===== src/rtl/fix12_to_float32_if.sv =====
// fix12_to_float32_if
//   One AXI4-Stream channel (tvalid/tready/tdata, plus tuser when
//   FIX12_TO_FLOAT32_TUSER_EN is defined). Instantiate one interface per direction.
//   master : drives tvalid/tdata/tuser, samples tready
//   slave  : samples tvalid/tdata/tuser, drives tready
interface fix12_to_float32_if;
  logic        tvalid;
  logic        tready;
  logic [31:0] tdata;
`ifdef FIX12_TO_FLOAT32_TUSER_EN
  logic [7:0]  tuser;

  modport master (output tvalid, output tdata, output tuser, input tready);
  modport slave  (input tvalid, input tdata, input tuser, output tready);
`else
  modport master (output tvalid, output tdata, input tready);
  modport slave  (input tvalid, input tdata, output tready);
`endif
endinterface


===== src/rtl/fix12_to_float32.sv =====
// fix12_to_float32
//   Converts a signed 32-bit fixed-point sample (FRAC_BITS fractional bits)
//   into an IEEE-754 single. The stages are abs, lzc, normalise, round and pack.
//   The design accepts one sample per clock. A result appears 4 edges after
//   its input is accepted. The whole pipeline freezes while the output is
//   stalled.
// Ports
//   aclk          : clock, rising edge
//   aresetn       : asynchronous assert, active-low reset
//   s_axis_a      : slave stream, fixed-point input (value = tdata / 2^FRAC_BITS)
//   m_axis_result : master stream, {sign, exp[7:0], frac[22:0]}
// Options
//   FIX12_TO_FLOAT32_TUSER_EN : adds 8-bit tuser that follows its sample.
module fix12_to_float32 #(
  parameter int unsigned FRAC_BITS = 12
) (
  input  logic                 aclk,
  input  logic                 aresetn,
  fix12_to_float32_if.slave    s_axis_a,
  fix12_to_float32_if.master   m_axis_result
);

  logic        released;
  logic        stall;
  logic        take;

  // S1: sign / magnitude
  logic        v1, sign1;
  logic [31:0] mag1;
  // S2: leading-zero count
  logic        v2, sign2, zero2;
  logic [31:0] mag2;
  logic [5:0]  lzc2;
  // S3: normalised value and biased exponent
  logic        v3, sign3, zero3;
  logic [30:0] norm3;
  logic [7:0]  exp3;
  // S4: rounded mantissa with carry bit
  logic        v4, sign4, zero4;
  logic [23:0] mant4;
  logic [7:0]  exp4;

  logic [31:0] mag_c;
  logic [5:0]  lzc_c;
  logic [9:0]  exp_c;
  logic        inc_c;
  logic [7:0]  pexp_c;

`ifdef FIX12_TO_FLOAT32_TUSER_EN
  logic [7:0]  user1, user2, user3, user4;
`endif

  assign stall           = m_axis_result.tvalid & ~m_axis_result.tready;
  assign s_axis_a.tready = released & ~stall;
  assign take            = s_axis_a.tvalid & s_axis_a.tready;

  always_comb begin
    // Two's-complement negate: 0x80000000 maps to 2^31, which still fits unsigned.
    mag_c = s_axis_a.tdata[31] ? (~s_axis_a.tdata + 32'd1) : s_axis_a.tdata;

    // The scan runs upward, so the highest set bit wins. Zero keeps 32.
    lzc_c = 6'd32;
    for (int unsigned i = 0; i < 32; i++) begin
      if (mag1[i]) lzc_c = 6'(31 - i);
    end

    exp_c = 10'd158 - 10'(lzc2) - 10'(FRAC_BITS);

    // Round to nearest, ties to even. Guard is bit 7, sticky is bits 6:0,
    // and the lsb is bit 8.
    inc_c = norm3[7] & ((|norm3[6:0]) | norm3[8]);

    // A carry out of the mantissa leaves the fraction bits all zero, so
    // only the exponent needs bumping.
    pexp_c = exp4 + {7'd0, mant4[23]};
  end

  always_ff @(posedge aclk or negedge aresetn) begin
    if (!aresetn) begin
      released             <= 1'b0;
      v1 <= 1'b0; sign1 <= 1'b0; mag1 <= '0;
      v2 <= 1'b0; sign2 <= 1'b0; zero2 <= 1'b0; mag2 <= '0; lzc2 <= '0;
      v3 <= 1'b0; sign3 <= 1'b0; zero3 <= 1'b0; norm3 <= '0; exp3 <= '0;
      v4 <= 1'b0; sign4 <= 1'b0; zero4 <= 1'b0; mant4 <= '0; exp4 <= '0;
      m_axis_result.tvalid <= 1'b0;
      m_axis_result.tdata  <= '0;
`ifdef FIX12_TO_FLOAT32_TUSER_EN
      user1 <= '0; user2 <= '0; user3 <= '0; user4 <= '0;
      m_axis_result.tuser <= '0;
`endif
    end else begin
      released <= 1'b1;
      if (!stall) begin
        v1    <= take;
        sign1 <= s_axis_a.tdata[31];
        mag1  <= mag_c;

        v2    <= v1;
        sign2 <= sign1;
        zero2 <= (mag1 == '0);
        mag2  <= mag1;
        lzc2  <= lzc_c;

        v3    <= v2;
        sign3 <= sign2;
        zero3 <= zero2;
        norm3 <= 31'(mag2 << lzc2);
        exp3  <= exp_c[7:0];

        v4    <= v3;
        sign4 <= sign3;
        zero4 <= zero3;
        mant4 <= {1'b0, norm3[30:8]} + {23'd0, inc_c};
        exp4  <= exp3;

        m_axis_result.tvalid <= v4;
        m_axis_result.tdata  <= zero4 ? '0 : {sign4, pexp_c, mant4[22:0]};
`ifdef FIX12_TO_FLOAT32_TUSER_EN
        user1 <= s_axis_a.tuser;
        user2 <= user1;
        user3 <= user2;
        user4 <= user3;
        m_axis_result.tuser <= user4;
`endif
      end
    end
  end

endmodule


===== src/flat_wrapper.sv =====
// flat-port wrapper written by rule: the top's interface ports become plain ports
module fix12_to_float32_flat 
#(
  parameter int unsigned FRAC_BITS = 12
)
  (aclk, aresetn, s_axis_a_tvalid, s_axis_a_tdata, s_axis_a_tready, m_axis_result_tvalid, m_axis_result_tdata, m_axis_result_tready);
  fix12_to_float32_if s_axis_a_i ();
  fix12_to_float32_if m_axis_result_i ();
  input  logic aclk;
  input  logic aresetn;
  input wire logic [$bits(s_axis_a_i.tvalid)-1:0] s_axis_a_tvalid;
  input wire logic [$bits(s_axis_a_i.tdata)-1:0] s_axis_a_tdata;
  output wire logic [$bits(s_axis_a_i.tready)-1:0] s_axis_a_tready;
  output wire logic [$bits(m_axis_result_i.tvalid)-1:0] m_axis_result_tvalid;
  output wire logic [$bits(m_axis_result_i.tdata)-1:0] m_axis_result_tdata;
  input wire logic [$bits(m_axis_result_i.tready)-1:0] m_axis_result_tready;
  assign s_axis_a_i.tvalid = s_axis_a_tvalid;
  assign s_axis_a_i.tdata = s_axis_a_tdata;
  assign s_axis_a_tready = s_axis_a_i.tready;
  assign m_axis_result_tvalid = m_axis_result_i.tvalid;
  assign m_axis_result_tdata = m_axis_result_i.tdata;
  assign m_axis_result_i.tready = m_axis_result_tready;
  fix12_to_float32 #(.FRAC_BITS(FRAC_BITS)) u_core (.aclk(aclk), .aresetn(aresetn), .s_axis_a(s_axis_a_i), .m_axis_result(m_axis_result_i));
endmodule

===== config.mk =====
export PLATFORM = sky130hd
export DESIGN_NAME = fix12_to_float32_flat
export DESIGN_NICKNAME = d
export VERILOG_FILES = /design/src/rtl/fix12_to_float32_if.sv /design/src/rtl/fix12_to_float32.sv /design/src/flat_wrapper.sv
export SDC_FILE = /design/constraint.sdc
export NUM_CORES = 1
export LEC_CHECK = 0
export ABC_CLOCK_PERIOD_IN_PS = 2500
export CELL_PAD_IN_SITES_DETAIL_PLACEMENT = 1
export CELL_PAD_IN_SITES_GLOBAL_PLACEMENT = 1
export CORE_AREA = 2 2 180 182
export CTS_BUF_LIST = sky130_fd_sc_hd__clkbuf_8
export DETAILED_ROUTE_END_ITERATION = 10
export DIE_AREA = 0 0 182 184
export GPL_TIMING_DRIVEN = 0
export PLACE_DENSITY_LB_ADDON = 0.1
export REMOVE_ABC_BUFFERS = 1
export SLEW_MARGIN = 40
export SYNTH_ARGS = -nofsm -noshare
export SYNTH_HDL_FRONTEND = slang
export SYNTH_SLANG_ARGS = --single-unit

===== constraint.sdc =====
create_clock -name aclk -period 2.5 [get_ports aclk]
set_input_delay 0.5 -clock aclk [delete_from_list [all_inputs] [get_ports aclk]]
set_output_delay 0.5 -clock aclk [all_outputs]
set_load 0.01 [all_outputs]

==> results.txt, run 1 <==
The worst register-to-register path begins at u_core.lzc2[0]. The wire length of the first global-routing pass is 43300 um. Internal power comes to 0.00825 W. The biggest area contributor in the post-synthesis netlist is sky130_fd_sc_hd__dfrtp_1.

The tool flagged a number of max-cap violations equal to 0. The number of CTS-inserted buffers is 17. STA classifies the critical path endpoint as an output pin. The starting utilization of the core area came out at 31.8%. By area the synthesized netlist is led by sky130_fd_sc_hd__dfrtp_1 (46%), sky130_fd_sc_hd__nand2_1 (11%), sky130_fd_sc_hd__mux2i_1 (4.0%).

The area growth from synthesis to layout is 18.1%. On the critical path, the stage with the largest delay is an instance of sky130_fd_sc_hd__clkdlybuf4s50_1. The final cell utilization of the core came out at 37.6%. The most used flip-flop cell after synthesis is sky130_fd_sc_hd__dfrtp_1.

The delay of the slowest critical-path stage is 0.58 ns. The synthesized design contains 185 register bits. The total half-perimeter wirelength after legalization and detailed placement is 18700 um. The total number of vias is 7788.

The number of diodes added for antenna fixing is 0. The number of buffers and inverters on the critical path is 2. The detail-routed net length per standard cell is 16.6 um. The number of antenna violations at the first check in global routing came out at 0. The number of iterations in the first detailed-routing pass is 5. The register clock-pin slew on the reported worst setup and hold paths came out at 0.11 ns.

STA classifies the critical path startpoint as a primary input. The depth of the most critical reg-to-reg path came out at 7. The warning count from the yosys run came out at 0. The relative slew slack came out at 50.1%. The critical path is of the primary input to output pin type. CTS built an H-tree with a depth of 4.

The worst setup skew after layout is 0.0179 ns. The final setup violation count came out at 0. Averaged over all synthesized cells, the footprint is 9.05 sq um. The count of filler cells inserted in the layout is 3613.

The path category of the worst min-delay check is flip-flop to flip-flop. The maximum count of clock buffers along a single path came out at 2. The detailed-route DRC error count came out at 0. The shortest period the worst path allows is 2.41 ns.

The portion of the clock cycle consumed by the worst path in the final layout came out at 96.4%. The residual antenna-violating net count after detailed routing came out at 0. The slew at the pin closest to its max-slew limit is 0.748 ns. The mean number of vias per cell came out at 4.98. The area of the core came out at 31400 sq um. The total net switching power came out at 0.00555 W.

The setup TNS after final layout is 0 ns. Data on the critical path arrives at its endpoint at 1.91 ns. The via count of the first global-routing pass was 8030.

The data required time at the worst endpoint is 2.00 ns. The largest voltage drop on the vdd net came out at 413 uV. The switching fraction of total power is 40.2%.

Routability-driven placement finished with a final weighted congestion of 0.799. The power share of the sequential group is 39.4%. The clock insertion delay at the later pin of the skew report came out at 0.48 ns. The peak fanout along the critical path came out at 3. The number of standard-cell rows in the floorplan is 65. The largest net degree at the start of global routing came out at 55. The max-slew violation count is 0. The proportion of register bits with asynchronous set or reset after synthesis is 100%. In this run, the clock network consumes 17.0% of the power. In this design, the largest share of critical-path delay is due to buffers and inverters. Cells with a size suffix above 1 make up 9.21% of the layout. The all-layer global routing usage is 16.1%. The endpoint identified for the worst register-to-register timing path is u_core.norm3[23]. The flow ran to the end, and the final reports show no timing, DRC or antenna violations. The total leakage power came out at 5.07 nW. Counting instances, the worst hold path has a depth of 2. The total number of nets in the final design came out at 1190. The root buffer cell is sky130_fd_sc_hd__clkbuf_8. The power per cell area came out at 1170 nW/um^2. The die outline area is 33500 sq um. Sequential cells were found to cover 46.4% of the synthesized design area.

The clock net sink count came out at 185. The share of the synthesized area in the top cell type is 46.4%. For hold timing, the worst endpoint is u_core.v4. From left edge to right edge, the die measures 182 um. The post-synth design cell area is 9990 sq um. The total congestion overflow after global routing is 0. The number of different library cells in the post-synthesis netlist came out at 73. The hold path startpoint is u_core.v4. 70 I/O pins were placed.

The count of buffers from port buffering is 69. The number of hold violations in the final report is 0. The detailed router's first-iteration violation count came out at 338. Traced cell by cell, the critical path runs through clkdlybuf4s50_1, nand2b_4, and2_1, clkdlybuf4s50_1. On the final layout, the worst hold slack is 0.470 ns. The cell occurring most often along the worst timing path is sky130_fd_sc_hd__clkdlybuf4s50_1. The aggregate routed wire length came out at 25900 um.

TritonCTS built the clock tree. The logic gate share of total power came out at 43.6%. The height of the die came out at 184 um. The number of enable flip-flop cells after synthesis came out at 0. Setup repair after global routing left no endpoint under its margin. The maximum clock frequency came out at 415 MHz. Counting every instance in the synthesized netlist gives 1103. Across all register-to-register paths, the minimum setup slack is 0.17 ns.
## how the worst max path moves through the flow
| stage | start | slack (ns) | cells after the start | to |
|---|---|---|---|---|
| 2_1_floorplan | m_axis_result_tready | -6.71 | 6 | u_core.norm3[28] |
| 3_3_place_gp | m_axis_result_tready | -13.15 | 6 | u_core.norm3[30] |
| 3_5_place_dp | m_axis_result_tready | -0.64 | 9 | u_core.norm3[23] |
| 4_1_cts | u_core.lzc2[1] | 0.02 | 6 | u_core.norm3[22] |
| 5_1_grt | u_core.lzc2[3] | 0.02 | 4 | u_core.norm3[17] |
| 6_report | m_axis_result_tready | 0.09 | 4 | s_axis_a_tready |
## power groups by stage
stage / clock [W] / combinational (W) / sequential, W
floorplan: 0 / 0.00373 / 0.00532
CTS: 0.00246 / 0.00607 / 0.00546
global route: 0.00257 / 0.00675 / 0.00568
global placement: 0 / 0.00488 / 0.00533
finish: 0.00235 / 0.00601 / 0.00544
detailed placement: 0 / 0.00601 / 0.00552
## cell families (layout without fill, tap and decap cells)
| kind of cell | after synthesis | count (layout) | synth area share (%) |
|---|---|---|---|
| AO/OA/AOI/OAI | 196 | 196 | 12.8 |
| XOR/XNOR | 55 | 55 | 4.82 |
| adder cells (fa/ha/maj) | 5 | 5 | 0.626 |
| buffers and inverters | 76 | 134 | 3.28 |
| flip-flops | 185 | 185 | 46.4 |
| multiplexers | 65 | 65 | 8.22 |
| other | 1 | 1 | 0.0376 |
| AND/OR/NAND/NOR | 520 | 521 | 23.8 |
## Yosys cell counts, types with 12 or more instances
| library cell | n |
|---|---|
| sky130_fd_sc_hd__nand2_1 | 304 |
| sky130_fd_sc_hd__xor2_1 | 35 |
| sky130_fd_sc_hd__nand3_1 | 24 |
| sky130_fd_sc_hd__mux2i_1 | 40 |
| sky130_fd_sc_hd__a21oi_1 | 30 |
| sky130_fd_sc_hd__xnor2_1 | 20 |
| sky130_fd_sc_hd__nor2_1 | 67 |
| sky130_fd_sc_hd__a22o_1 | 15 |
| sky130_fd_sc_hd__dfrtp_1 | 185 |
| sky130_fd_sc_hd__nand3b_1 | 28 |
| sky130_fd_sc_hd__buf_1 | 12 |
| sky130_fd_sc_hd__clkbuf_1 | 39 |
| sky130_fd_sc_hd__nor3_1 | 21 |
| sky130_fd_sc_hd__o21ai_0 | 73 |
## metal layers
layer	vias up	wire, um	track usage (%)
met5	-	0	0
met4	0	201	3.55
met3	9	568	2.46
met2	88	12300	27.1
met1	3764	12800	21.9
li1	3927	-	-
## sequential cells by signal, indices dropped and copies added, names as in the netlist, 6 cells and up
register / count
u_core.exp3: 8
u_core.exp4: 8
u_core.lzc2: 6
u_core.m_axis_result.tdata: 32
u_core.mag1: 32
u_core.mag2: 31
u_core.mant4: 24
u_core.norm3: 31
## through the flow
| stage | std cells | power, W | worst slack, ns | area (sq um) |
|---|---|---|---|---|
| 2_1_floorplan | 1040 | 0.00905 | -6.71 | 9710 |
| 3_3_place_gp | 1511 | 0.0102 | -13.15 | 10900 |
| 3_5_place_dp | 1527 | 0.0115 | -0.642 | 11300 |
| 4_1_cts | 1561 | 0.0140 | 0.0235 | 11700 |
| 5_1_grt | 1564 | 0.0150 | 0.0168 | 11800 |
| 6_report | 1564 | 0.0138 | 0.0890 | 11800 |
## tightest hold or removal path, delay by kind of cell (launching register included)
| kind | cells | cell delay [ns] |
|---|---|---|
| flops | 1 | 0.35 |
| simple gates | 2 | 0.10 |
## what timing repair did
item	CTS	global route
cloned	0	1
setup buffers	1	2
pin swaps	0	1
setup endpoints to repair	7	8
hold buffers	1	0
resized for setup	5	4
endpoints found under the hold margin	48	0
## area by class of cell
cell class,instances,area [sq um],share of cell area (%)
multi-input combinational,843,5080,43.1
sequential,185,4640,39.4
timing repair buffer,89,1050,8.94
tap,402,503,4.27
clock buffer,18,248,2.10
clock inverter,14,209,1.77
inverter,13,56.3,0.478
## layout by cell type (no fill, tap or decap), drive strengths merged, types with 3 or more instances in the layout
master	count
mux2	14
and3	6
a22o	15
xnor2	20
inv	18
nor2	67
ha	5
o21ai	84
or4	8
nand2b	10
nor4	12
clkbuf	18
clkinv	4
bufinv	4
a211oi	3
o41ai	5
and2	9
o31ai	13
a31oi	3
or2	5
xor2	35
nand4	7
o22ai	4
nor3b	4
a221oi	9
buf	21
clkdlybuf4s50	67
nand3b	28
dfrtp	185
a21oi	30
mux4	11
mux2i	40
o311ai	4
a32o	5
nand3	26
nor2b	6
nand2	305
nor3	23
Note: power is estimated with default switching activity, not from simulation.
==> inputs of run 2 (changes only) <==
--- a/config.mk
+++ b/config.mk
@@ -9,7 +9,7 @@
 export CELL_PAD_IN_SITES_DETAIL_PLACEMENT = 1
 export CELL_PAD_IN_SITES_GLOBAL_PLACEMENT = 1
 export CORE_AREA = 2 2 180 182
-export CTS_BUF_LIST = sky130_fd_sc_hd__clkbuf_8
+export CTS_BUF_LIST = sky130_fd_sc_hd__clkbuf_2
 export DETAILED_ROUTE_END_ITERATION = 10
 export DIE_AREA = 0 0 182 184
 export GPL_TIMING_DRIVEN = 0
==> run 2 against run 1 <==
Against the previous run: maximum frequency rose by 0.66%; die area did not move; global-route usage barely moved; clock power fell by 21%; final area fell by 1.4%; worst setup slack improved by 0.016 ns; first-iteration DRC count rose by 1.5%; via count rose by 0.21%; worst hold slack got worse by 0.31 ns; power fell by 3.9%; clock-buffer cell count fell by 1; flip-flop and latch count did not move.
==> results.txt, run 2 (synthesized netlist as in run 1, its figures left out) <==
The run finished with clean final reports. The relative slew slack came out at 56.2% (+6.0 points). The detail-routed net length per standard cell was 16.5 um (-0.47%). The largest registers in the layout are u_core.m_axis_result.tdata x32, u_core.mag1 x32. Traced cell by cell, the critical path runs through buf_12, mux2_2, mux4_2, a221oi_1, nor3_1. The peak fanout along the critical path is 38 (+35). The setup slack after placement is -0.642 ns (unchanged). The path category of the worst min-delay check is primary input to async pin. The maximum count of clock buffers along a single path was 2 (unchanged). The worst register-to-register path begins at u_core.lzc2[0]. The detailed-route DRC error count is 0 (unchanged). The clock insertion delay at the later pin of the skew report came to 0.80 ns (+0.32 ns). The root buffer cell is sky130_fd_sc_hd__clkbuf_2.

The final cell count without fillers came out at 1563 (-0.064%). The top layer reached by signal wires is met4. The number of I/O pins is 70 (unchanged). The shortest period the worst path allows is 2.40 ns (-0.0159 ns). The number of standard-cell rows in the floorplan is 65 (unchanged). The largest net degree at the start of global routing is 55 (unchanged).

The most frequent standard cell in the layout excluding fill and tap cells is sky130_fd_sc_hd__nand2_1. The total leakage power came to 5.01 nW (-1.3%). The worst setup path is launched from a flip-flop. The maximum clock frequency is 418 MHz (+0.66%). The die outline area is 33500 sq um (unchanged). The detailed router's first-iteration violation count came to 343 (+1.5%).

The signal arrival time at the worst endpoint came out at 3.07 ns (+1.16 ns). The delay of the slowest critical-path stage came out at 0.54 ns (-0.04 ns). The number of instances in the placed design is 1527 (unchanged). The height of the die is 184 um (unchanged). The met1 wire length was 12700 um (-0.25%). The number of CTS-inserted buffers came out at 17 (unchanged). Leaving out fill and tap cells, the most frequent cells in the layout are sky130_fd_sc_hd__nand2_1 (304), sky130_fd_sc_hd__dfrtp_1 (179), sky130_fd_sc_hd__o21ai_0 (73), sky130_fd_sc_hd__nor2_1 (67), sky130_fd_sc_hd__clkdlybuf4s50_1 (66). STA classifies the critical path endpoint as a flip-flop.

The count of buffers from port buffering is 69 (unchanged). The max-slew violation count is 0 (unchanged). The total number of vias is 7804 (+0.21%). The largest voltage drop on the vdd net was 353 uV (-15%). The wire length of the first global-routing pass is 43300 um (about the same).

The worst setup skew after layout came out at 0.0384 ns (+0.0205 ns). The hold slack came out at 0.160 ns (-0.310 ns). The total number of nets in the final design is 1188 (-0.17%). The number of cells on the critical path is 5 (+1).

The area of the core is 31400 sq um (unchanged). The power per cell area is 1140 nW/um^2 (-2.5%). The maximum level of the CTS H-tree came out at 4 (unchanged). The starting utilization of the core area was 31.8% (unchanged). The residual antenna-violating net count after detailed routing came out at 0 (unchanged). Compared with the post-synthesis result, the final layout area differs by 16.4%.

The number of antenna violations at the first check in global routing came out at 1 (+1). The worst register-to-register path ends at u_core.norm3[22]. The width of the die is 182 um (unchanged). The setup TNS after final layout came to 0 ns (unchanged). The total congestion overflow after global routing came out at 0 (unchanged).

The data required time at the worst endpoint is 3.17 ns (+1.17 ns). The share of final-layout standard cells stronger than drive strength 1 came out at 9.05% (-0.16 points). The aggregate routed wire length was 25700 um (-0.53%). The max-capacitance violation count was 0 (unchanged). The clock net sink count is 185 (unchanged). The routability-driven placement congestion ratio is 0.799 (unchanged).

Setup repair after global routing left no endpoint under its margin. On the critical path, the stage with the largest delay is an instance of sky130_fd_sc_hd__dfrtp_4. The number of iterations in the first detailed-routing pass is 4 (-1). The worst setup path is of the flip-flop to flip-flop kind.

The total buffers and inverters traversed by the critical path is 1 (-1). The register clock-pin slew on the reported worst setup and hold paths came to 0.29 ns (+0.18 ns). The via count of the first global-routing pass was 8010 (-0.25%). The mean number of vias per cell came to 4.99 (+0.27%). The number of hold violations in the final report came out at 0 (unchanged). The flop-to-flop setup slack is 0.10 ns (-0.07 ns).

The met3 layer wire length in the routed design came to 530 um (-6.7%). The clock tree from TritonCTS is done. The total met2 wirelength after detailed routing is 12300 um (-0.66%).

The slew at the pin closest to its max-slew limit came out at 0.649 ns (-0.0983 ns). The family of cells with the greatest summed delay on the critical path is multiplexers. The all-layer global routing usage came out at 16.1% (+0.036 points).

The final setup violation count came out at 0 (unchanged). The total half-perimeter wirelength after legalization and detailed placement is 18700 um (unchanged). The depth of the most critical reg-to-reg path came to 5 (-2). The minimum setup slack in the final design is 0.105 ns (+0.0159 ns). The portion of the clock cycle consumed by the worst path in the final layout came out at 95.8% (-0.64 points).
## run 2: changes by cell type in the layout (fill, tap and decap cells not counted), sizes merged
| cell | change |
|---|---|
| clkbuf | -1 |
| buf | -2 |
| dlygate4sd2 | +1 |
| clkinv | +1 |
| diode | +1 |
| clkdlybuf4s50 | -1 |
## run 2: metal layers
metal | GRT usage, % | vias up
met5 | 0 | -
met4 | 4.10 | 0
met3 | 2.36 | 11
met2 | 26.9 | 89
met1 | 22.0 | 3781
li1 | - | 3923
## run 2: report_power, final
part	internal (W)	total, W	switching (W)
registers	0.00423	0.00542	0.00119
logic	0.00285	0.00600	0.00315
clock network	0.000686	0.00185	0.00116
total	0.00777	0.0133	0.00550
## run 2: repair_timing
action	CTS	global route
pin swaps	0	0
cloned	0	1
hold buffers	1	0
endpoints found under the setup margin	9	11
buffers inserted	1	0
hold endpoints to repair	142	0
resized for setup	7	5
## run 2: worst max path at each step
stage | slack (ns) | startpoint | end
after detailed placement | -0.64 | m_axis_result_tready | u_core.norm3[23]
after CTS | 0.02 | u_core.lzc2[1] | u_core.norm3[11]
after floorplan | -6.71 | m_axis_result_tready | u_core.norm3[28]
after global placement | -13.15 | m_axis_result_tready | u_core.norm3[30]
final | 0.10 | u_core.lzc2[0] | u_core.norm3[22]
after global routing | 0.02 | u_core.m_axis_result.tvalid | u_core.norm3[30]
## run 2: cell type report
type	count	area [sq um]
Clock inverter	15	213
Timing Repair Buffer	87	1040
Sequential cell	185	4640
Inverter	13	56.3
Antenna cell	1	2.50
Fill cell	3646	19800
Clock buffer	17	85.1
Multi-Input combinational cell	843	5080
Tap cell	402	503
## run 2: worst register-to-register path, stage by stage, from the launching register on
cell and delay, ns:
sky130_fd_sc_hd__dfrtp_4 0.54, sky130_fd_sc_hd__buf_12 0.26, sky130_fd_sc_hd__mux2_2 0.42, sky130_fd_sc_hd__mux4_2 0.53, sky130_fd_sc_hd__a221oi_1 0.43, sky130_fd_sc_hd__nor3_1 0.12
## run 2: through the flow
step	area [sq um]	total power [W]	utilization, %
after global placement	10900	0.0102	34.7
after CTS	11600	0.0135	36.9
final	11600	0.0133	37.0
after floorplan	9710	0.00905	-
after global routing	11600	0.0145	37.0
after detailed placement	11300	0.0115	35.9
==> inputs of run 3 (changes only) <==
--- a/config.mk
+++ b/config.mk
@@ -14,7 +14,6 @@
 export DIE_AREA = 0 0 182 184
 export GPL_TIMING_DRIVEN = 0
 export PLACE_DENSITY_LB_ADDON = 0.1
-export REMOVE_ABC_BUFFERS = 1
 export SLEW_MARGIN = 40
 export SYNTH_ARGS = -nofsm -noshare
 export SYNTH_HDL_FRONTEND = slang
==> run 3 against run 2 <==
Against the previous run: clock power fell by 3%; critical path depth grew 3; worst setup slack better by 0.026 ns; final area shrank 0.16%; register-to-register slack gained 0.03 ns; flip-flop and latch count unchanged.
==> results.txt, run 3 (synthesized netlist as in run 1, its figures left out) <==
The aggregate routed wire length came out at 31600 um (+23%). The clock net sink count came out at 185 (unchanged). The total leakage power is 5.07 nW (+1.3%). The width of the die came out at 182 um (unchanged). The library cell used most frequently in the layout, excluding fill and tap cells, is sky130_fd_sc_hd__nand2_1.

The signal arrival time at the worst endpoint is 3.10 ns (+0.03 ns). The worst setup skew after layout came out at 0.0597 ns (+0.0213 ns). The power per cell area is 1170 nW/um^2 (+2.7%). The residual antenna-violating net count after detailed routing came out at 0 (unchanged). The flop-to-flop setup slack came to 0.13 ns (+0.03 ns).

The relative slew slack came out at 48.5% (-7.7 points). The mean number of vias per cell is 5.14 (+2.9%). The most critical setup path has its endpoint at u_core.norm3[22]. The maximum count of clock buffers along a single path came to 2 (unchanged). The max-capacitance violation count is 0 (unchanged). The number of I/O pins is 70 (unchanged). The number of hold violations in the final report was 0 (unchanged). The number of iterations in the first detailed-routing pass is 5 (+1).

The signed area change from the synthesized netlist to the final layout came out at 16.2%. The critical register-to-register path startpoint is u_core.lzc2[1]. The register clock-pin slew on the reported worst setup and hold paths is 0.30 ns (about the same). The minimum setup slack in the final design came out at 0.131 ns (+0.0261 ns). The slew at the pin closest to its max-slew limit was 0.772 ns (+0.123 ns). The height of the die is 184 um (unchanged). The largest registers in the layout are u_core.m_axis_result.tdata x32, u_core.mag1 x32. Among all stages on the critical path, the largest delay is contributed by sky130_fd_sc_hd__dfrtp_1. The count of buffers from port buffering was 69 (unchanged). The data required time at the worst endpoint came to 3.23 ns (+0.06 ns). The post-synth net total is 1144.

The largest voltage drop on the vdd net is 383 uV (+8.6%). The area of the core is 31400 sq um (unchanged). The max-slew violation count came to 0 (unchanged). The worst setup path is of the flip-flop to flip-flop kind. The root buffer cell chosen for the clock tree is sky130_fd_sc_hd__clkbuf_2.

The detailed-route DRC error count came out at 0 (unchanged). The starting utilization of the core area is 31.8% (unchanged). The hold slack is 0.123 ns (-0.0377 ns). The setup slack after placement came to -1.21 ns (-0.563 ns).

The type of element capturing the critical path is a flip-flop. The total buffers and inverters traversed by the critical path came out at 3 (+2). The total congestion overflow after global routing came out at 0 (unchanged). The kind of launch point of the worst setup path is a flip-flop. The number of standard-cell rows in the floorplan is 65 (unchanged). The number of CTS-inserted buffers came out at 17 (unchanged). The detail-routed net length per standard cell came out at 19.7 um (+19%). The critical path goes through buf_2, inv_2, buf_2, mux2i_1, mux2i_1, o21ai_0, a221oi_1, nor3_1. The die outline area is 33500 sq um (unchanged). The number of antenna violations at the first check in global routing came to 1 (unchanged).

The delay of the slowest critical-path stage came out at 0.45 ns (-0.09 ns). The share of final-layout standard cells stronger than drive strength 1 is 8.96% (-0.097 points). The clock tree from TritonCTS is done. The wire length of the first global-routing pass is 50500 um (+17%).

The total half-perimeter wirelength after legalization and detailed placement is 24900 um (+33%). The detailed router's first-iteration violation count was 415 (+21%). The total number of vias is 8264 (+5.9%).

The final setup violation count came out at 0 (unchanged). The all-layer global routing usage is 19.6% (+3.5 points). The number of cells on the critical path is 8 (+3). The peak fanout along the critical path came to 10 (-74%). The maximum level of the CTS H-tree is 4 (unchanged).

The portion of the clock cycle consumed by the worst path in the final layout came out at 94.8% (-1.0 points). The largest net degree at the start of global routing is 72 (+31%). The total number of nets in the final design is 1235 (+4.0%).

The tightest min-delay check is of the primary input to async pin type. The shortest period the worst path allows came out at 2.37 ns (-0.0261 ns). The maximum clock frequency is 422 MHz (+1.1%). The routability-driven placement congestion ratio is 0.823 (+3.0%). The most critical setup path has its startpoint at u_core.lzc2[1].

The via count of the first global-routing pass came to 8633 (+7.8%). The depth of the most critical reg-to-reg path came out at 8 (+3). The clock insertion delay at the later pin of the skew report is 0.81 ns (about the same). Setup repair after global routing could not meet its margin everywhere.

In the layout the commonest cells are sky130_fd_sc_hd__nand2_1 (304), sky130_fd_sc_hd__dfrtp_1 (185), sky130_fd_sc_hd__o21ai_0 (73), sky130_fd_sc_hd__nor2_1 (67), sky130_fd_sc_hd__clkdlybuf4s50_1 (66). The run finished with clean final reports. In this run the critical register-to-register path is captured at u_core.norm3[22]. The kind of cell with the highest combined delay along the critical path is buffers and inverters.
## run 3: changes by cell type in the layout (fill, tap and decap cells not counted), moves of 2 or more
cell                       delta
sky130_fd_sc_hd__buf_1        +8
sky130_fd_sc_hd__buf_12       -3
sky130_fd_sc_hd__buf_16       -4
sky130_fd_sc_hd__buf_2       +10
sky130_fd_sc_hd__buf_4        +2
sky130_fd_sc_hd__buf_6        +5
sky130_fd_sc_hd__buf_8        -7
sky130_fd_sc_hd__clkbuf_1    +28
sky130_fd_sc_hd__clkbuf_2     +9
sky130_fd_sc_hd__clkinv_2     +3
sky130_fd_sc_hd__clkinv_4     -4
sky130_fd_sc_hd__dfrtp_1      +6
sky130_fd_sc_hd__dfrtp_2      -3
sky130_fd_sc_hd__dfrtp_4      -3
## run 3: repair_timing
item / CTS / global route
endpoints found under the setup margin: 156 / 7
setup buffers: 2 / 0
pin swaps: 1 / 0
resized for setup: 29 / 4
endpoints found under the hold margin: 114 / 0
hold buffers: 1 / 0
gates cloned: 0 / 0
## run 3: power by group
group	switching [W]	total, W	internal (W)
clock	0.00112	0.00180	0.000672
sequential	0.00119	0.00541	0.00422
combinational	0.00360	0.00641	0.00281
## run 3: per-layer routing
| metal | part of all wire [%] | GRT usage (%) | up-vias | wire length [um] |
|---|---|---|---|---|
| li1 | - | - | 4034 | - |
| met4 | 1.5 | 5.19 | 0 | 477 |
| met1 | 45 | 24.3 | 4095 | 14200 |
| met3 | 1.9 | 2.50 | 23 | 600 |
| met5 | 0 | 0 | - | 0 |
| met2 | 52 | 36.0 | 112 | 16300 |
## run 3: final cells by class
class	count	area, sq um
fillers	3667	19800
multi-input cells	842	5050
flip-flops and latches	185	4630
repair buffers	74	779
well taps	402	503
plain buffers	61	308
clock inverters	13	189
clock buffers	18	90.1
inverters	13	48.8
diodes	1	2.50
## run 3: how the worst min path moves through the flow
stage | start | end | slack (ns) | depth (start not counted)
after detailed placement | aresetn | u_core.m_axis_result.tdata[7] | 0.44 | 1
after global routing | aresetn | u_core.m_axis_result.tdata[2] | 0.04 | 2
after floorplan | aresetn | u_core.exp3[0] | 0.20 | 0
after CTS | aresetn | u_core.m_axis_result.tdata[2] | 0.05 | 2
after global placement | u_core.v4 | u_core.v4 | 0.44 | 2
final | aresetn | u_core.m_axis_result.tdata[7] | 0.12 | 2
## run 3: through the flow
| stage | TNS, ns | area (sq um) | power [W] | cells | util (%) |
|---|---|---|---|---|---|
| floorplan | 0 | 9990 | 0.00925 | 1103 | - |
| global placement | -1509.60 | 11200 | 0.0118 | 1574 | 35.6 |
| detailed placement | -136.54 | 11200 | 0.0119 | 1576 | 35.8 |
| CTS | -0.0274 | 11600 | 0.0138 | 1609 | 37.0 |
| global route | -0.0329 | 11600 | 0.0147 | 1609 | 37.0 |
| finish | 0 | 11600 | 0.0136 | 1609 | 37.0 |
